### src/rtl/adpll_clk_pkg.sv
// Shared constants, control encoding and helpers for the ADPLL clock-tree dividers.
package adpll_clk_pkg;

  localparam int DIV_WIDTH_DEF = 8;
  localparam int TAPS_DEF      = 3;
  localparam int DEFAULT_DIV   = 8;

  typedef enum logic [1:0] {
    CTL_HOLD    = 2'd0,
    CTL_RUN     = 2'd1,
    CTL_STOPPED = 2'd2,
    CTL_RESTART = 2'd3
  } ctl_e;

  // ceil(n/2) = (n>>1) + n[0]; callers truncate back to their own width.
  function automatic logic [31:0] ceil_half(input logic [31:0] n);
    return (n >> 1) + {31'd0, n[0]};
  endfunction

endpackage

### src/rtl/div_tap_counter.sv
// Free-running up counter with synchronous clear; each bit is a 50% power-of-two tap.
module div_tap_counter #(
  parameter int WIDTH = 3
) (
  input  logic             clk_i,
  input  logic             reset_i,
  input  logic             en_i,
  input  logic             clr_i,
  output logic [WIDTH-1:0] cnt_o
);

  localparam logic [WIDTH-1:0] ONE = WIDTH'(1);

  logic [WIDTH-1:0] r_cnt;

  // Clear wins over enable so a restart realigns the taps even while frozen.
  always_ff @(posedge clk_i or posedge reset_i) begin
    if (reset_i) begin
      r_cnt <= '0;
    end else if (clr_i) begin
      r_cnt <= '0;
    end else if (en_i) begin
      r_cnt <= r_cnt + ONE;
    end
  end

  assign cnt_o = r_cnt;

endmodule

### src/rtl/prog_clk_divider.sv
// Programmable divide-by-N pulse/square generator plus power-of-two taps, all in the
// clk_i domain; a new divisor is only adopted at the end of a period.
module prog_clk_divider #(
  parameter int WIDTH       = adpll_clk_pkg::DIV_WIDTH_DEF,
  parameter int TAPS        = adpll_clk_pkg::TAPS_DEF,
  parameter int DEFAULT_DIV = adpll_clk_pkg::DEFAULT_DIV
) (
  input  logic             clk_i,
  input  logic             reset_i,
  input  logic             en_i,
  input  logic             restart_i,
  input  logic [WIDTH-1:0] div_i,
  output logic             pulse_o,
  output logic             sq_o,
  output logic [TAPS-1:0]  taps_o,
  output logic [WIDTH-1:0] div_act_o
);

  import adpll_clk_pkg::*;

  localparam logic [WIDTH-1:0] ONE     = WIDTH'(1);
  localparam logic [WIDTH-1:0] RST_DIV = WIDTH'(DEFAULT_DIV);

  logic [WIDTH-1:0] r_cnt;
  logic [WIDTH-1:0] r_n;
  logic             r_pulse;
  logic             r_sq;

  ctl_e             w_ctl;
  logic             w_wrap;
  logic [WIDTH-1:0] w_cnt_nx;
  logic [WIDTH-1:0] w_n_nx;
  logic [WIDTH-1:0] w_half;
  logic [WIDTH-1:0] w_cnt_next;
  logic [WIDTH-1:0] w_n_next;
  logic             w_pulse_next;
  logic             w_sq_next;
  logic [TAPS-1:0]  w_taps;

  always_comb begin
    if (restart_i) begin
      w_ctl = CTL_RESTART;
    end else if (en_i) begin
      w_ctl = (r_n == '0) ? CTL_STOPPED : CTL_RUN;
    end else begin
      w_ctl = CTL_HOLD;
    end
  end

  // Running-period arithmetic; only meaningful when r_n != 0.
  always_comb begin
    w_wrap   = (r_cnt == (r_n - ONE));
    w_cnt_nx = w_wrap ? '0 : (r_cnt + ONE);
    w_n_nx   = w_wrap ? div_i : r_n;
    w_half   = WIDTH'(ceil_half(32'(w_n_nx)));
  end

  always_comb begin
    w_cnt_next   = r_cnt;
    w_n_next     = r_n;
    w_pulse_next = 1'b0;
    w_sq_next    = r_sq;
    case (w_ctl)
      CTL_RESTART: begin
        w_cnt_next = '0;
        w_n_next   = div_i;
        w_sq_next  = (div_i != '0);
      end
      CTL_STOPPED: begin
        w_cnt_next = '0;
        w_sq_next  = 1'b0;
      end
      CTL_RUN: begin
        w_cnt_next   = w_cnt_nx;
        w_n_next     = w_n_nx;
        w_pulse_next = (w_cnt_nx == '0) && (w_n_nx != '0);
        w_sq_next    = (w_cnt_nx < w_half);
      end
      default: begin
        w_cnt_next = r_cnt;
      end
    endcase
  end

  always_ff @(posedge clk_i or posedge reset_i) begin
    if (reset_i) begin
      r_cnt   <= '0;
      r_n     <= RST_DIV;
      r_pulse <= 1'b0;
      r_sq    <= 1'b0;
    end else begin
      r_cnt   <= w_cnt_next;
      r_n     <= w_n_next;
      r_pulse <= w_pulse_next;
      r_sq    <= w_sq_next;
    end
  end

  div_tap_counter #(
    .WIDTH (TAPS)
  ) u_taps (
    .clk_i   (clk_i),
    .reset_i (reset_i),
    .en_i    (en_i),
    .clr_i   (restart_i),
    .cnt_o   (w_taps)
  );

  assign pulse_o   = r_pulse;
  assign sq_o      = r_sq;
  assign taps_o    = w_taps;
  assign div_act_o = r_n;

endmodule

### config.mk
export PLATFORM = sky130hd
export DESIGN_NAME = prog_clk_divider
export DESIGN_NICKNAME = d
export VERILOG_FILES = /design/src/rtl/adpll_clk_pkg.sv /design/src/rtl/div_tap_counter.sv /design/src/rtl/prog_clk_divider.sv
export SDC_FILE = /design/constraint.sdc
export NUM_CORES = 1
export LEC_CHECK = 0
export ABC_AREA = 1
export CAP_MARGIN = 20
export CORE_ASPECT_RATIO = 0.6
export CORE_UTILIZATION = 45
export CTS_CLUSTER_DIAMETER = 200
export DETAILED_ROUTE_END_ITERATION = 16
export PLACE_DENSITY = 0.68
export SLEW_MARGIN = 20
export SYNTH_ARGS = -nofsm -noshare
export SYNTH_HDL_FRONTEND = slang
export SYNTH_HIERARCHICAL = 1
export SYNTH_SLANG_ARGS = --single-unit
### constraint.sdc
create_clock -name clk_i -period 4.4 [get_ports clk_i]
set_input_delay 0.44 -clock clk_i [delete_from_list [all_inputs] [get_ports clk_i]]
set_output_delay 0.44 -clock clk_i [all_outputs]
set_load 0.03 [all_outputs]
# Word-level counts from Yosys, hierarchy flattened
# Index checks and enable logic that the tools add are counted.
dict set report totals {
  regBits 21
  wordCells 35
}
dict set report classes {
  n_addsub 4
  magnitude_cmp 1
  n_eq_ne 4
  muxes 11
  reduce_logical 10
}
# op n
set op_table {}
lappend op_table {{$pmux 8 s2} 2}
lappend op_table {{$logic_not 8->1} 2}
lappend op_table {{$mux 8} 2}
lappend op_table {{$reduce_bool 8->1} 2}
lappend op_table {{$add 7x1->8} 1}
lappend op_table {{$add 8x1->8 const B} 1}
lappend op_table {{$eq 8x8->1} 1}
lappend op_table {{$lt 8x8->1} 1}
lappend op_table {{$sub 8x1->8 const B} 1}
lappend op_table {{$mux 2} 3}
lappend op_table {{$mux 3} 2}
lappend op_table {{$reduce_bool 2->1} 3}
lappend op_table {{$eq 2x2->1 const B} 2}
lappend op_table {{$add 3x1->3 const B} 1}
lappend op_table {{$pmux 1 s3} 1}
lappend op_table {{$reduce_bool 3->1} 1}
lappend op_table {{$eq 2x1->1 const B} 1}
lappend op_table {{$reduce_or 2->1} 1}
lappend op_table {{$logic_and 1x1->1} 1}
lappend op_table {{$mux 1} 1}

# Logic depth before layout (Yosys ltp)
# Gate-level depths: netlist of run 1.
dict set report depth {
  depth_word 7
  depth_mapped 28
  mapped_depth_nobuf 26
}

# Hierarchy
# Netlist of run 1, hierarchy kept.
# mod instances cells_per_inst area_per_inst_um2
set modules_own_cells {}
lappend modules_own_cells {prog_clk_divider 1 251 1680.4}
lappend modules_own_cells {div_tap_counter 1 18 143.9}

# Worst setup path after synthesis of run 1
# No wires, ideal clock.
dict set report synth_timing {
  kind {register -> register}
  startpoint {register r_n[1], in the netlist div_act_o[1]}
  endpoint {register r_sq, in the netlist sq_o}
  setup_ns 0.077
  arrival_ns 3.591
  path_slack_ns 0.731
  stages_incl_launch_ff 27
  n_path_buf 2
  cell_sequence {dfrtp_1 inv_1 ha_1 inv_1 nand2_1 nand2_1 nor2_1 nand3_1 nor2_1 nand2_1 nor2_1 nand2_2 buf_6 buf_6 o21ai_1 inv_1 ha_1 nand2_1 nor2_2 nand3_1 xor2_1 ha_1 a21oi_1 nor2_1 a2111oi_0 nand2_1 a21oi_1}
}
dict set report synth_between {
  elab_chain_cells 6
}
# item line_no
set synth_rtl {}
lappend synth_rtl {{start: declaration} prog_clk_divider.sv:25} ;# logic [WIDTH-1:0] r_n;
lappend synth_rtl {{start signal: assignment} prog_clk_divider.sv:93} ;# r_n <= w_n_next;
lappend synth_rtl {{$sub 8x1->8 / $logic_not 8->1 (equally long branches)} {prog_clk_divider.sv:52, prog_clk_divider.sv:44}}
lappend synth_rtl {{$eq 8x8->1 / $mux 2 (equally long branches)} {prog_clk_divider.sv:52, prog_clk_divider.sv:44}}
lappend synth_rtl {{$mux 8 / $mux 2 (equally long branches)} {prog_clk_divider.sv:54, prog_clk_divider.sv:43}}
lappend synth_rtl {{$add 7x1->8 / $mux 2 (equally long branches)} {adpll_clk_pkg.sv:17, prog_clk_divider.sv:41}}
lappend synth_rtl {{$lt 8x8->1, or another cell as far along} prog_clk_divider.sv:77} ;# w_sq_next = (w_cnt_nx < w_half);
lappend synth_rtl {{$pmux 1 s3 / $reduce_bool 3->1 (equally long branches)} -}
lappend synth_rtl {{end signal: assignment} prog_clk_divider.sv:95} ;# r_sq <= w_sq_next;
lappend synth_rtl {{end: declaration} prog_clk_divider.sv:27} ;# logic r_sq;
# Several ways; a longest one is shown, not always the timed one.
# A chain may end at the register's enable or synchronous reset.

# Final worst setup path of run 1
# Ends and elaborated chain as after synthesis.

==> metrics.md, run 1 <==
| Metric | Value |
|---|---|
| Register clock-pin slew on the reported worst setup and hold paths | 0.09 ns |
| Seq/Total Area, Yosys | between 20 and 30% |
| Vias in the first global route | roughly 1600 |
| Initial antenna violation count | 0 |
| Placement Setup Slack | between 0.7 and 0.8 ns |
| Reg2reg start | div_act_o[1]$_DFFE_PP0P_ |
| Setup_tns | 0 ns |
| Crit path kind | flip-flop to flip-flop |
| Cts repair resizes | 0 |
| Placed cell area | 0.002101 mm2 |
| Worst-margin pin slew | approximately 0.75 ns |
| Post-CTS Setup Inserts | 0 |
| Root buf cell | clkbuf_8 |
| Largest net degree at the start of global routing | 19 |
| DR vias/cell | between 5 and 6 |
| Gr usage total | 25.14% |
| DR iter-0 viols | 156 |
| Starting Density | around 48% |
| DIE AREA | 0.004321 mm2 |
| Die extent in y | 51.32 um |
| Post-layout min period | 3.750 ns |
| Startpoint Class | flip-flop |
| Fin crit share | 85.23% |
| P_leak | 1.106 nW |
| Most frequent cells in the layout | nand2_1, inv_1, nor2_1 |
| PD cells | 274.3 mW/mm2 |
| Final Hold Viols | 0 |
| Worst endpoint required time | roughly 4.6 ns |
| Worst-skew pair later-pin latency | about 0.27 ns |
| RSZ-0062 raised after global routing | false |
| Row count | 17 |
| Clock tree buffer depth | 2 |
| Die Width | about 84 um |
| Layout cells sized above 1 | around 8.8% |
| Syn_area_per_cell | 6.782 um2 |
| DRC | 2 |
| Clock sink total | 21 |
| IO Port Bufs | 24 |
| Register bit count reported by yosys | 21 |
| Pre-Repair DR Iteration Count | 11 |
| Routed len/inst | ~15 um |
| DP HPWL | slightly below 4000 um |
| Via Count | between 1500 and 2000 |
| Fillers | 356 |
| Synth warn | 6 |
| VDD IR max | roughly 0.13 mV |
| Synth Cell Area | approximately 0.0018 mm2 |
| Final core utilization | between 50% and 60% |
| CTS Hold Bufs | 0 |
| CP max stage delay | 0.39 ns |
| Area grow syn2layout | 17.70% |
| IO Count | 25 |
| Number of H-tree levels | 1 |
| CP cell instances | inv_1 -> ha_1 -> inv_1 -> nand2_1 -> nand2_1 -> nand2_1 -> nand3_1 -> nor2_1 -> nand2_1 -> nor2_1 -> nand2_2 -> o21ai_1 -> inv_1 -> ha_1 -> nand2_1 -> nor2_2 -> nand3_1 -> xor2_1 -> ha_1 -> a21oi_1 -> nor2_1 -> a2111oi_0 -> nand2_1 -> a21oi_1 |
| Cell family with most CP delay | simple AND/OR/NAND/NOR gates |
| Dpl cells | 337 |
| Max Cap Violations | 0 |
| Number of flops mapped to enable cells by yosys | 0 |
| Final worst setup slack | approximately 0.65 ns |
| Achievable Freq | 266.7 MHz |
| Post-route ant nets | 0 |
| Finished Layout Cells | about 340 |
| Worst r2r path cells | 24 |
| Fin. max-slew vios | 0 |
| Failing checks | design-rule violations |
| FF-to-FF End | sq_o$_DFFE_PP0P_ |
| Overall routed net length | ~5000 um |
| Area of all placed cells without fillers | 0.002147 mm2 |
| Unique masters post-synth | 28 |
| First-pass GRT wire length | 8121 um |
| Final setup viols | 0 |
| Placeable Area | 0.003765 mm2 |
| Worst Hold Class | input pin to async pin |
| Outcome | finished with violations |
| Highest net fanout along the worst path | 13 |
| Most common cell after layout, fill and taps aside | nand2_1 |
| Final Skew | between 0.005 and 0.006 ns |
| CTS buffer count | 3 |
| Ys flop type | dfrtp_1 |
| Mapped Cells | 269 |
| Setup slack, reg-to-reg | around 0.65 ns |
| Gpl congestion | about 0.93 |
| Syn Nets | 295 |
| Slowest stage cell on the critical path | dfrtp_1 |
| Crit end category | flip-flop |
| Worst path most repeated cell | nand2_1 |
| Gr ovfl total | 0 |
| Worst slew margin relative to its limit | between 40% and 50% |
| CTS tree | built |
| CP Buf/Inv Count | 3 |
| Worst EP arrival | roughly 4.0 ns |
| Ant. Diodes | 0 |
| Asr flop ratio synth | 100.0% |
| Final net count | roughly 320 |
[routing by layer]
layer | GRT usage (%) | up-vias | part of all wire [%]
met5 | 0 | - | 0
li1 | - | 917 | -
met2 | 35.38 | 89 | 39
met1 | 39.19 | 840 | 52
met3 | 4.039 | 7 | 8.0
met4 | 6.034 | 0 | 0.99
[where the power goes]
group,internal [W],switching (W)
logic,0.0000848,0.000146
clock network,0.0000634,0.0000728
registers,0.000207,0.0000153
total,0.000355,0.000234
[worst max-delay path by stage]
stage | start | endpoint | slack (ns) | depth (start not counted)
global placement | div_act_o[1]$_DFFE_PP0P_ | sq_o$_DFFE_PP0P_ | 0.86 | 24
floorplan | div_act_o[1]$_DFFE_PP0P_ | sq_o$_DFFE_PP0P_ | 0.73 | 26
CTS | div_act_o[1]$_DFFE_PP0P_ | sq_o$_DFFE_PP0P_ | 0.68 | 24
finish | div_act_o[1]$_DFFE_PP0P_ | sq_o$_DFFE_PP0P_ | 0.65 | 24
detailed placement | div_act_o[1]$_DFFE_PP0P_ | sq_o$_DFFE_PP0P_ | 0.70 | 24
global route | div_act_o[1]$_DFFE_PP0P_ | sq_o$_DFFE_PP0P_ | 0.17 | 24
[synthesized netlist by cell type (4+ instances only)]
| library cell | n | area (um2) |
|---|---|---|
| nand2_1 | 80 | 300.3 |
| inv_1 | 39 | 146.4 |
| nor2_1 | 28 | 105.1 |
| dfrtp_1 | 20 | 500.5 |
| nand3_1 | 18 | 90.09 |
| ha_1 | 14 | 175.2 |
| o221ai_1 | 8 | 70.07 |
| xor2_1 | 8 | 70.07 |
| o21ai_0 | 7 | 35.03 |
| a21oi_1 | 6 | 30.03 |
| inv_2 | 5 | 18.77 |
| o21ai_1 | 5 | 25.02 |
| nor2_2 | 4 | 25.02 |
| o21ai_2 | 4 | 35.03 |
| o22ai_1 | 4 | 25.02 |
[area by class of cell]
class / instances / area [um2] / share of cell area, %
Timing Repair Buffer: 25 / 247.7 / 11.54
Sequential cell: 21 / 526.8 / 24.53
Multi-Input combinational cell: 200 / 1102 / 51.34
Clock buffer: 3 / 41.29 / 1.923
Clock inverter: 1 / 5.005 / 0.2331
Inverter: 44 / 165.2 / 7.692
Tap cell: 47 / 58.81 / 2.739
[worst reg2reg max path, cell delays in order (launching register included)]
cell	delay, ns
dfrtp_1	0.39
inv_1	0.17
ha_1	0.27
inv_1	0.07
nand2_1	0.08
nand2_1	0.06
nand2_1	0.05
nand3_1	0.07
nor2_1	0.10
nand2_1	0.05
nor2_1	0.11
nand2_2	0.19
o21ai_1	0.28
inv_1	0.11
ha_1	0.23
nand2_1	0.09
nor2_2	0.05
nand3_1	0.11
xor2_1	0.16
ha_1	0.26
a21oi_1	0.14
nor2_1	0.05
a2111oi_0	0.36
nand2_1	0.09
a21oi_1	0.13
[cell families after synthesis]
group / synth area share [%]
flip-flops: 28.88
buffers and inverters: 10.70
AND/OR/NAND/NOR: 33.95
XOR/XNOR: 4.321
AO/OA/AOI/OAI: 12.55
adder cells (fa/ha/maj): 9.602
[sequential cells by signal (all words and copies together), names as in the netlist]
| signal | cells |
|---|---|
| sq_o | 1 |
| pulse_o | 1 |
| r_cnt | 8 |
| div_act_o | 8 |
| u_taps/cnt_o | 3 |
[metrics by stage]
stage | power [W] | hold WS [ns]
after floorplan | 0.0003805 | 0.1936
after global placement | 0.0004510 | 0.5344
after detailed placement | 0.0004541 | 0.5339
after CTS | 0.0005893 | 0.3570
after global routing | 0.0006285 | 0.3801
final | 0.0005889 | 0.3616
No activity file was read; power rests on OpenSTA's default activity.
==> run 2, diff against run 1 <==
--- a/config.mk
+++ b/config.mk
@@ -8,7 +8,9 @@
 export ABC_AREA = 1
 export CAP_MARGIN = 20
 export CORE_ASPECT_RATIO = 0.6
+export CORE_MARGIN = 2
 export CORE_UTILIZATION = 45
+export CTS_BUF_LIST = sky130_fd_sc_hd__clkbuf_16
 export CTS_CLUSTER_DIAMETER = 200
 export DETAILED_ROUTE_END_ITERATION = 16
 export PLACE_DENSITY = 0.68
==> metrics.md, run 2 (synthesis results as in run 1) <==
| Metric | Value |
|---|---|
| Worst-skew pair later-pin latency | 0.26 ns (about the same) |
| Register clock-pin slew on the reported worst setup and hold paths | 0.06 ns (-0.03 ns) |
| Fin crit share | 84.99% (-0.24 points) |
| Most common cell after layout, fill and taps aside | nand2_1 |
| Gpl congestion | 0.9081 (-2.8%) |
| Number of H-tree levels | 1 (unchanged) |
| Setup_tns | 0 ns (unchanged) |
| Final net count | 321 (unchanged) |
| VDD IR max | 0.1443 mV (+14%) |
| Starting Density | 48.18% (-0.27 points) |
| Setup slack, reg-to-reg | 0.66 ns (about the same) |
| Placement Setup Slack | 0.6979 ns (-0.002967 ns) |
| Multi-input gate area | 0.001102 mm2 (unchanged) |
| Worst endpoint required time | 4.59 ns (about the same) |
| IO Count | 25 (unchanged) |
| Routed len/inst | 14.76 um (+1.5%) |
| Routing usage on met1 | 39.47% (+0.29 points) |
| CTS tree | built |
| Area grow syn2layout | 19.55% |
| Final worst setup slack | 0.6603 ns (+0.01052 ns) |
| Post-CTS Setup Inserts | 0 (unchanged) |
| Pre-Repair DR Iteration Count | 4 (-7) |
| Busiest grt layer | met1 |
| Met2 GRT Util | 33.07% (-2.3 points) |
| Largest net degree at the start of global routing | 19 (unchanged) |
| Most frequent cells in the layout | nand2_1, inv_1, nor2_1 |
| PD cells | 300.5 mW/mm2 (+9.5%) |
| Final Skew | 0.001500 ns (-0.003942 ns) |
| Initial antenna violation count | 0 (unchanged) |
| DP HPWL | 4092 um (+3.5%) |
| Crit path kind | flip-flop to flip-flop |
| CTS Hold Bufs | 0 (unchanged) |
| Achievable Freq | 267.4 MHz (+0.28%) |
| Die extent in y | 53.32 um (+3.9%) |
| Startpoint Class | flip-flop |
| Overall routed net length | 5033 um (+1.5%) |
| DR vias/cell | 5.393 (-0.76%) |
| RSZ-0062 raised after global routing | false |
| Worst EP arrival | 3.93 ns (-0.02 ns) |
| Final Hold Viols | 0 (unchanged) |
| Vias in the first global route | 1616 (-0.062%) |
| DIE AREA | 0.004596 mm2 (+6.4%) |
| Reg2reg start | div_act_o[1]$_DFFE_PP0P_ |
| Gr usage total | 24.42% (-0.72 points) |
| Cts repair resizes | 0 (unchanged) |
| Register area | 526.8 um2 (unchanged) |
| Final setup viols | 0 (unchanged) |
| Fin. max-slew vios | 0 (unchanged) |
| GR Layer Usage met3 | 3.432% (-0.61 points) |
| Max Cap Violations | 0 (unchanged) |
| Outcome | complete, no violations |
| Crit end category | flip-flop |
| Worst-margin pin slew | 0.7518 ns (-0.002592 ns) |
| FF-to-FF End | sq_o$_DFFE_PP0P_ |
| DRC | 0 (-2) |
| Row count | 17 (unchanged) |
| Clock sink total | 21 (unchanged) |
| Placeable Area | 0.003786 mm2 (+0.56%) |
| IO Port Bufs | 24 (unchanged) |
| Worst Hold Class | input pin to async pin |
| Die Width | 86.20 um (+2.4%) |
| Root buf cell | clkbuf_16 |
| Gr ovfl total | 0 (unchanged) |
| Worst r2r path cells | 24 (unchanged) |
| Highest net fanout along the worst path | 11 (-2) |
| Via Count | 1839 (-0.76%) |
| First-pass GRT wire length | 8369 um (+3.1%) |
| Post-layout min period | 3.740 ns (-0.01052 ns) |
| DR iter-0 viols | 169 (+8.3%) |
| Ant. Diodes | 0 (unchanged) |
| Worst slew margin relative to its limit | 49.82% (+0.17 points) |
| Fillers | 370 (+3.9%) |
| Layout cells sized above 1 | 8.844% (unchanged) |
| P_leak | 1.122 nW (+1.4%) |
| Post-route ant nets | 0 (unchanged) |
| Clock tree buffer depth | 2 (unchanged) |
| CTS buffer count | 3 (unchanged) |
## run 2: area by class of cell
class / instances / share of cell area [%]
clock buffer: 3 / 3.442
clock inverter: 1 / 0.2295
inverter: 44 / 7.573
multi-input combinational: 200 / 50.55
sequential: 21 / 24.15
tap: 47 / 2.697
timing repair buffer: 25 / 11.36
## run 2: report_power, final
| part | total, W | internal, W | switching [W] |
|---|---|---|---|
| registers | 0.000223 | 0.000207 | 0.0000155 |
| logic | 0.000230 | 0.0000846 | 0.000145 |
| clock network | 0.000203 | 0.000123 | 0.0000802 |
| total | 0.000655 | 0.000414 | 0.000241 |
## run 2: worst max path at each step
stage                                  end                     start  slack, ns
after floorplan           sq_o$_DFFE_PP0P_  div_act_o[1]$_DFFE_PP0P_       0.73
after global placement    sq_o$_DFFE_PP0P_  div_act_o[1]$_DFFE_PP0P_       0.88
after detailed placement  sq_o$_DFFE_PP0P_  div_act_o[1]$_DFFE_PP0P_       0.70
after CTS                 sq_o$_DFFE_PP0P_  div_act_o[1]$_DFFE_PP0P_       0.68
after global routing      sq_o$_DFFE_PP0P_  div_act_o[1]$_DFFE_PP0P_       0.20
final                     sq_o$_DFFE_PP0P_  div_act_o[1]$_DFFE_PP0P_       0.66
## run 2: worst max-delay path, stage by stage (launching register included)
cell and delay, ns:
dfrtp_1 0.39, inv_1 0.18, ha_1 0.27, inv_1 0.07
nand2_1 0.07, nand2_1 0.06, nand2_1 0.05, nand3_1 0.07
nor2_1 0.10, nand2_1 0.05, nor2_1 0.11, nand2_2 0.19
o21ai_1 0.28, inv_1 0.11, ha_1 0.23, nand2_1 0.08
nor2_2 0.04, nand3_1 0.12, xor2_1 0.16, ha_1 0.25
a21oi_1 0.15, nor2_1 0.05, a2111oi_0 0.36, nand2_1 0.10
a21oi_1 0.12
## run 2: through the flow
step           instances  utilization [%]  hold WS, ns  total power (W)  cell area [um2]
2_1_floorplan        269                -       0.1936        0.0003805             1824
3_3_place_gp         337            55.49       0.5143        0.0004520             2101
3_5_place_dp         337            55.49       0.5190        0.0004539             2101
4_1_cts              341            57.60       0.3766        0.0006538             2181
5_1_grt              341            57.60       0.4094        0.0006900             2181
6_report             341            57.60       0.3725        0.0006553             2181
## run 2: metal layers
layer	routed length (um)	part of all wire, %
met5	0	0
met4	54	1.1
met1	2806	56
met2	1891	38
met3	281	5.6
==> run 3, diff against run 2 <==
==> constraint.sdc (replaced) <==
create_clock -name clk_i -period 3.65 [get_ports clk_i]
set_input_delay 0.365 -clock clk_i [delete_from_list [all_inputs] [get_ports clk_i]]
set_output_delay 0.365 -clock clk_i [all_outputs]
set_load 0.03 [all_outputs]
==> metrics.md, run 3 (synthesis results as in run 1) <==
| Metric | Value |
|---|---|
| Max Cap Violations | 0 (unchanged) |
| IO Port Bufs | 24 (unchanged) |
| IO Count | 25 (unchanged) |
| Area of all placed cells without fillers | 0.002337 mm2 (+7.2%) |
| Startpoint Class | flip-flop |
| Met2 GRT Util | 33.98% (+0.90 points) |
| Most frequent cells in the layout | nand2_1, inv_1, nor2_1 |
| Final net count | 330 (+2.8%) |
| Die extent in y | 53.32 um (unchanged) |
| Post-layout min period | 3.506 ns (-0.2339 ns) |
| Highest net fanout along the worst path | 6 (-5) |
| Worst r2r path cells | 23 (-4.2%) |
| Worst endpoint required time | 3.83 ns (-0.76 ns) |
| Gpl congestion | 0.9097 (+0.18%) |
| Switching Share | 36.90% (+0.11 points) |
| Finished Layout Cells | 350 (+2.6%) |
| P_leak | 1.183 nW (+5.5%) |
| Setup_tns | 0 ns (unchanged) |
| CTS buffer count | 3 (unchanged) |
| Sequential Power Share | 32.6% (-1.4 points) |
| Layout cells sized above 1 | 17.16% (+8.3 points) |
| Routing usage on met1 | 38.21% (-1.3 points) |
| Overall routed net length | 5378 um (+6.9%) |
| DR iter-0 viols | 181 (+7.1%) |
| Vias in the first global route | 1638 (+1.4%) |
| Pre-Repair DR Iteration Count | 5 (+1) |
| Gr ovfl total | 0 (unchanged) |
| Net switching power | 0.0003040 W (+26%) |
| Post-route ant nets | 0 (unchanged) |
| Fin. max-slew vios | 0 (unchanged) |
| Via Count | 1934 (+5.2%) |
| Starting Density | 48.18% (unchanged) |
| Gr usage total | 24.76% (+0.34 points) |
| Internal | 0.0005198 W (+25%) |
| Clock power frac | 29.2% (-1.7 points) |
| Register clock-pin slew on the reported worst setup and hold paths | 0.06 ns (about the same) |
| Achievable Freq | 285.2 MHz (+6.7%) |
| CTS tree | built |
| Final Skew | 0.004341 ns (+0.002841 ns) |
| Worst Hold Class | input pin to async pin |
| Die Width | 86.20 um (unchanged) |
| DP HPWL | 4108 um (+0.40%) |
| First-pass GRT wire length | 8411 um (+0.50%) |
| Largest net degree at the start of global routing | 19 (unchanged) |
| CTS Hold Bufs | 0 (unchanged) |
| DRC | 0 (unchanged) |
| Initial antenna violation count | 0 (unchanged) |
| Most common cell after layout, fill and taps aside | nand2_1 |
| Worst-skew pair later-pin latency | 0.26 ns (about the same) |
| Worst slew margin relative to its limit | 50.94% (+1.1 points) |
| Placeable Area | 0.003786 mm2 (unchanged) |
| Fin crit share | 96.05% (+11 points) |
| GR Layer Usage met3 | 5.772% (+2.3 points) |
| Dpl cells | 340 (+0.89%) |
| Worst-margin pin slew | 0.7351 ns (-0.01672 ns) |
| Clock tree buffer depth | 2 (unchanged) |
| Root buf cell | clkbuf_16 |
| VDD IR max | 0.1662 mV (+15%) |
| Placed cell area | 0.002126 mm2 (+1.2%) |
| Crit path kind | flip-flop to flip-flop |
| Worst EP arrival | 3.69 ns (-0.24 ns) |
| Final Hold Viols | 0 (unchanged) |
| Final Total Pwr | 0.0008238 W (+26%) |
| Logic pwr share | 38.2% (+3.1 points) |
| Clock sink total | 21 (unchanged) |
| Final setup viols | 0 (unchanged) |
| Ant. Diodes | 0 (unchanged) |
| PD cells | 352.5 mW/mm2 (+17%) |
| Row count | 17 (unchanged) |
| Outcome | complete, no violations |
| Area grow syn2layout | 28.12% |
| Crit end category | flip-flop |
| Busiest grt layer | met1 |
| Final worst setup slack | 0.1442 ns (-0.5161 ns) |
| DR vias/cell | 5.526 (+2.5%) |
| Routed len/inst | 15.37 um (+4.1%) |
| Placement Setup Slack | 0.07060 ns (-0.6273 ns) |
| Number of H-tree levels | 1 (unchanged) |
| DIE AREA | 0.004596 mm2 (unchanged) |
run 3: critical path: stages (launching register included):
cell	delay [ns]
dfrtp_2	0.40
inv_2	0.09
buf_4	0.15
nand3_2	0.12
inv_2	0.10
nand3_1	0.06
nand3_1	0.14
nand2_1	0.08
nor2_2	0.16
nand2_4	0.12
nand2_2	0.09
o21ai_2	0.07
inv_1	0.08
ha_2	0.18
nand2_1	0.07
nor2_2	0.16
nand3_2	0.11
xor2_1	0.15
ha_1	0.32
a21oi_2	0.13
nor2_1	0.06
a2111oi_2	0.36
nand2_1	0.09
a21oi_1	0.14
run 3: worst paths after layout:
path | start | end | slack [ns]
max in group asynchronous | reset_i | div_act_o[1]$_DFFE_PP0P_ | 2.58
max reg2reg | div_act_o[1]$_DFFE_PP0P_ | sq_o$_DFFE_PP0P_ | 0.14
min | reset_i | u_taps/cnt_o[2]$_DFFE_PP0P_ | 0.29
max | div_act_o[1]$_DFFE_PP0P_ | sq_o$_DFFE_PP0P_ | 0.14
min in group clk_i | sq_o$_DFFE_PP0P_ | sq_o$_DFFE_PP0P_ | 0.53
min reg2reg | sq_o$_DFFE_PP0P_ | sq_o$_DFFE_PP0P_ | 0.53
run 3: what timing repair did:
item | in CTS | in global routing
setup endpoints to repair | 0 | 1
setup buffers | 0 | 6
gates resized for setup | 0 | 24
run 3: final cells by class:
type                    instances  area [um2]
clock buffers                   3       75.07
clock inverters                 1       5.005
fillers                       335        1449
inverters                      44       167.7
multi-input cells             200        1174
flip-flops and latches         21       529.3
well taps                      47       58.81
repair buffers                 34       327.8
run 3: per-layer routing:
| metal | routed length, um | part of all wire [%] |
|---|---|---|
| met1 | 2632 | 49 |
| met2 | 2202 | 41 |
| met3 | 508 | 9.4 |
| met4 | 35 | 0.65 |
| met5 | 0 | 0 |
run 3: power by group through the flow:
stage	registers [W]	logic, W	clock network [W]
2_1_floorplan	0.000296	0.000163	0
4_1_cts	0.000267	0.000283	0.000243
3_3_place_gp	0.000272	0.000279	0
3_5_place_dp	0.000272	0.000281	0
5_1_grt	0.000270	0.000350	0.000254
6_report	0.000269	0.000315	0.000241
run 3: through the flow:
| step | hold slack (ns) | utilization [%] |
|---|---|---|
| 2_1_floorplan | 0.1186 | - |
| 3_3_place_gp | 0.5116 | 56.15 |
| 3_5_place_dp | 0.5196 | 56.15 |
| 4_1_cts | 0.2918 | 58.26 |
| 5_1_grt | 0.3190 | 61.73 |
| 6_report | 0.2900 | 61.73 |
==> edit 1, RTL diff (flow settings as in run 3) <==
Set the package constant `DIV_WIDTH_DEF` to 6 (it was 8).
--- a/src/rtl/adpll_clk_pkg.sv
+++ b/src/rtl/adpll_clk_pkg.sv
@@ -1,7 +1,7 @@
 // Shared constants, control encoding and helpers for the ADPLL clock-tree dividers.
 package adpll_clk_pkg;
 
-  localparam int DIV_WIDTH_DEF = 8;
+  localparam int DIV_WIDTH_DEF = 6;
   localparam int TAPS_DEF      = 3;
   localparam int DEFAULT_DIV   = 8;
 
Interface: changed (resized div_act_o and div_i); port bits go from 25 to 21. No check against the original RTL was run, so the function may have changed too.
==> edit 1 against run 3 <==
- count of clock-buffer cells in the layout did not move
- cell area fell by 24%
- sequential power fell by 17%
- area after synthesis fell by 22%
- routed wire length fell by 32%
- cell count fell by 20%
- sequential cell count fell by 4
- total power fell by 16%
- clock skew rose by 0.99 ps
- worst setup slack improved by 240 ps
- critical endpoint unchanged
- largest cell class unchanged
- largest power group unchanged
==> edit 1: results (changes against run 3) <==
| Metric | Value |
|---|---|
| Port Buffer Count | 20 (-17%) |
| Post-Syn Instances | 212 (-21%) |
| Vias | 1,418 (-27%) |
| RePlAce Congestion | 0.851 (-6.5%) |
| Reg2reg setup slack | 380 ps (+240 ps) |
| Slowest-stage cell, CP | dfrtp_1 |
| Total iterations of the first detailed-routing run | 4 (-1) |
| Net Count, Synth | 234 (-21%) |
| Tightest Pin Transition | 589 ps (-146 ps) |
| Clock Tree Buf Depth | 2 (unchanged) |
| Worst EP arrival | 3450 ps (-240 ps) |
| Cell count after placement | 272 (-20%) |
| Vias in the first global route | 1,306 (-20%) |
| Layout cells sized above 1 | 12.2% (-4.9 points) |
| Leakage | 0.951 nW (-20%) |
| WL/cell | 13.2 µm (-14%) |
| Worst-path fanout max | 15 (+9) |
| Worst vdd ir | 190 µV (+14%) |
| Total GRT Usage | 22.5% (-2.2 points) |
| Int Power | 443 µW (-15%) |
| Critical Path Max Stage Delay | 410 ps |
| Final non-filler cell total | 279 (-20%) |
| First-pass GRT wire length | 6220 µm (-26%) |
| Synth cell count leaders | nand2_1 (69), inv_1 (31), nor2_1 (24), dfrtp_1 (16), ha_1 (12) |
| Antenna-violating nets left | 0 (unchanged) |
| Post-DP HPWL | 2940 µm (-28%) |
| Top Family by Delay on Critical Path | adder cells |
| Largest net degree at the start of global routing | 20 (+1) |
| Final setup skew | 5.33 ps (+0.987 ps) |
| Most used DFF post-synth | dfrtp_1 |
| Status | completed |
| # nets final | 260 (-21%) |
| Register area share after synthesis | 29.9% (+0.98 points) |
| Drt first-iter violations | 93 (-49%) |
| Top cells by area, synth | dfrtp_1 (28%), nand2_1 (18%), ha_1 (11%), inv_1 (8.1%), nor2_1 (6.3%) |
## edit 1: metal layers
layer,GRT usage (%),part of all wire [%]
met1,33.6,53
met2,32.3,38
met3,6.04,8.3
met4,5.82,0.54
met5,0,0
## edit 1: layout make-up
type	count	area [µm²]
Clock buffer	3	75.1
Fill cell	286	1170
Inverter	38	143
Tap cell	42	52.6
Sequential cell	17	428
Clock inverter	1	5.00
Timing Repair Buffer	23	223
Multi-Input combinational cell	155	855
## edit 1: final timing paths
check                                         endpoint  cells after the start
max in group asynchronous     div_act_o[0]$_DFFE_PP0P_                      2
hold / removal             u_taps/cnt_o[2]$_DFFE_PP0P_                      2
setup / recovery                      sq_o$_DFFE_PP0P_                     18
hold reg to reg                       sq_o$_DFFE_PP0P_                      2
setup reg to reg                      sq_o$_DFFE_PP0P_                     18
min in group clk_i                    sq_o$_DFFE_PP0P_                      2
## edit 1: kinds of logic after synthesis
group | after synthesis | synth area share (%)
buffers and inverters | 40 | 11.0
adders and majority gates | 12 | 10.5
AOI/OAI and AO/OA | 25 | 11.7
DFF | 17 | 29.9
and+or+nand+nor | 113 | 33.8
xor gates and xnor gates | 5 | 3.06
## edit 1: repair_timing
action                     in CTS  in global routing
setup endpoints to repair       0                  1
gates resized for setup         0                  4
hold buffers                    0                  0
setup buffers                   0                  3
## edit 1: power groups by stage
| stage | Combinational [mW] | Sequential (mW) | Clock (mW) |
|---|---|---|---|
| floorplan | 0.140 | 0.245 | 0 |
| global placement | 0.235 | 0.224 | 0 |
| detailed placement | 0.235 | 0.224 | 0 |
| CTS | 0.236 | 0.221 | 0.232 |
| global route | 0.271 | 0.225 | 0.239 |
| finish | 0.240 | 0.223 | 0.226 |
## edit 1: stage by stage
step | utilization [%] | worst slack, ps | cell area, µm² | total power, mW | hold slack, ps
global route | 60.4 | 3.43 | 1780 | 0.735 | 345
CTS | 59.3 | 218 | 1750 | 0.690 | 313
floorplan | - | 305 | 1430 | 0.385 | 119
global placement | 56.6 | 408 | 1670 | 0.459 | 533
finish | 60.4 | 380 | 1780 | 0.689 | 312
detailed placement | 56.6 | 257 | 1670 | 0.459 | 538
==> edit 2, RTL diff (flow settings as in run 3) <==
Without the edit above. Put a register stage on the output `taps_o`, with the module's reset. The value now appears one clock later. The other outputs are not delayed to match.
--- a/src/rtl/prog_clk_divider.sv
+++ b/src/rtl/prog_clk_divider.sv
@@ -108,7 +108,13 @@
 
   assign pulse_o   = r_pulse;
   assign sq_o      = r_sq;
-  assign taps_o    = w_taps;
+  always_ff @(posedge clk_i or posedge reset_i) begin
+    if (reset_i) begin
+      taps_o <= '0;
+    end else begin
+      taps_o <= w_taps;
+    end
+  end
   assign div_act_o = r_n;
 
 endmodule
Function: changed (Yosys sat finds a counterexample within 4 cycles, from zero or initial values and one cycle with reset_i high).
==> edit 2 against run 3 <==
- core utilization down 3.4 points
- worst setup slack better by 56 ps
- sequential power up 15%
- sequential cell count grew 3
- via count is 0.72% lower
- highest routed layer unchanged
- critical endpoint unchanged
- die area grew 6.9%
- routed wire length up 2.0%
- area after synthesis is 7.4% higher
- first-iteration DRC count is 19% lower
- clock power is 2% higher
- cell area grew 3.4%
- critical path type unchanged
- total power is 3.3% higher
==> edit 2: results (changes against run 3) <==
| Metric | Value |
|---|---|
| RePlAce Congestion | 0.942 (+3.6%) |
| Final setup skew | 3.20 ps (-1.14 ps) |
| Most used DFF post-synth | dfrtp_1 |
| Worst vdd ir | 182 µV (+9.8%) |
| Initial antenna violation count | 0 (unchanged) |
| Final non-filler cell total | 359 (+2.6%) |
| Number of buffers created by CTS | 3 (unchanged) |
| Critical Path Max Stage Delay | 410 ps |
| Post-DP HPWL | 4270 µm (+3.8%) |
| Synth cell count leaders | nand2_1 (72), inv_1 (34), nor2_1 (33), dfrtp_1 (23), ha_1 (14) |
| Status | completed |
| Port Buffer Count | 24 (unchanged) |
| First-pass GRT wire length | 8790 µm (+4.5%) |
| Worst EP arrival | 3640 ps (-50 ps) |
| Placed instance area | 2260 µm² (+6.3%) |
| Net Count, Synth | 294 (-0.34%) |
| Top Family by Delay on Critical Path | simple AND/OR/NAND/NOR gates |
| Minimum clock period | 3450 ps (-56.1 ps) |
| Yosys cell types | 37 (+32%) |
| Final wirelength | 5490 µm (+2.0%) |
| Vias per cell | 5.35 (-3.2%) |
| Layout area overhead | 23.4% |
| Clk_lat worst skew | 260 ps (about the same) |
| Worst min path class | in2async |
| # nets final | 326 (-1.2%) |
| Tightest Pin Transition | 867 ps (+132 ps) |
| Post-Syn Instances | 268 (-0.37%) |
| Vias in the first global route | 1,778 (+8.5%) |
| Drt first-iter violations | 146 (-19%) |
| Largest net degree at the start of global routing | 22 (+3) |
| Reg2reg setup slack | 200 ps (+60 ps) |
| Top cells by area, synth | dfrtp_1 (29%), nand2_1 (14%), ha_1 (8.9%), inv_1 (6.5%), nor2_1 (6.3%) |
| Slowest-stage cell, CP | dfrtp_2 |
| Total iterations of the first detailed-routing run | 5 (unchanged) |
| Leakage | 1.18 nW (-0.16%) |
| Pre-CTS worst setup slack | -157 ps (-227 ps) |
| Synth Warn # | 6 (unchanged) |
| Cell count after placement | 351 (+3.2%) |
| Worst-path fanout max | 5 (-1) |
| Register area share after synthesis | 30.7% (+1.8 points) |
| Layout cells sized above 1 | 15.4% (-1.8 points) |
| Worst hold slack | 287 ps (-3.46 ps) |
| Asr flop ratio synth | 100% (unchanged) |
| Total GRT Usage | 24.0% (-0.72 points) |
| Setup-failing EPs final | 0 (unchanged) |
-- edit 2: changes by cell type after synthesis, moves of 2 or more --
cell     change
nand2_1      -8
nand3_1      -8
inv_1        -5
nor2_1       +5
xor2_1       +4
dfrtp_1      +3
o21ai_1      -3
a22o_1       +2
inv_2        +2
xnor2_1      +2
-- edit 2: worst paths after layout --
| path | startpoint | endpoint |
|---|---|---|
| worst min register to register | u_taps/cnt_o[2]$_DFFE_PP0P_ | taps_o[2]$_DFF_PP0_ |
| max in group asynchronous | reset_i | div_act_o[1]$_DFFE_PP0P_ |
| worst max-delay path | div_act_o[0]$_DFFE_PP0P_ | sq_o$_DFFE_PP0P_ |
| min in group clk_i | u_taps/cnt_o[2]$_DFFE_PP0P_ | taps_o[2]$_DFF_PP0_ |
| worst min-delay path | reset_i | u_taps/cnt_o[2]$_DFFE_PP0P_ |
| worst max register to register | div_act_o[0]$_DFFE_PP0P_ | sq_o$_DFFE_PP0P_ |
-- edit 2: worst register-to-register path, stage by stage (launching register included) --
cell and delay, ps:
dfrtp_2 410, inv_1 90, ha_2 210, inv_1 90, nand2_1 70, nand3_1 80
nand2_1 80, nand2_1 70, nor2_2 170, nand3_4 130, buf_4 180, nand2_1 110
o21ai_4 90, ha_2 200, inv_1 100, nor3_4 60, nand3_2 90, xor2_1 160
ha_1 280, a21oi_2 140, nor2_1 70, a2111oi_2 290, nand2_1 90, a21oi_1 130
-- edit 2: routing by layer --
layer | vias to the layer above | global-route usage (%) | part of all wire (%) | routed length, µm
met5 | - | 0 | 0 | 0
met4 | 0 | 3.73 | 0.77 | 42
met3 | 9 | 5.19 | 7.9 | 433
met2 | 81 | 36.5 | 42 | 2290
met1 | 900 | 35.7 | 50 | 2720
li1 | 930 | - | - | -
-- edit 2: cell families after synthesis --
| group | share of synthesized area, % |
|---|---|
| xor gates and xnor gates | 6.71 |
| and+or+nand+nor | 30.0 |
| adders and majority gates | 8.94 |
| buffers and inverters | 10.3 |
| DFF | 30.7 |
| AOI/OAI and AO/OA | 13.3 |
-- edit 2: cell type report --
type                       instances  area, µm²
inverter                          41        154
tap                               60       75.1
timing repair buffer              32        300
multi-input combinational        198       1200
sequential                        24        604
clock inverter                     1       3.75
fill                             377       1730
clock buffer                       3       75.1
-- edit 2: power by group --
group | internal [mW] | total (mW) | switching (mW)
Sequential | 0.285 | 0.309 | 0.0243
Clock | 0.147 | 0.246 | 0.0992
Combinational | 0.113 | 0.296 | 0.183
Total | 0.545 | 0.851 | 0.306
-- edit 2: timing repair --
action | in CTS | in global routing
pin swaps | 1 | 1
gates resized for setup | 4 | 10
endpoints found under the setup margin | 1 | 1
setup buffers | 1 | 3
gates cloned | 0 | 0
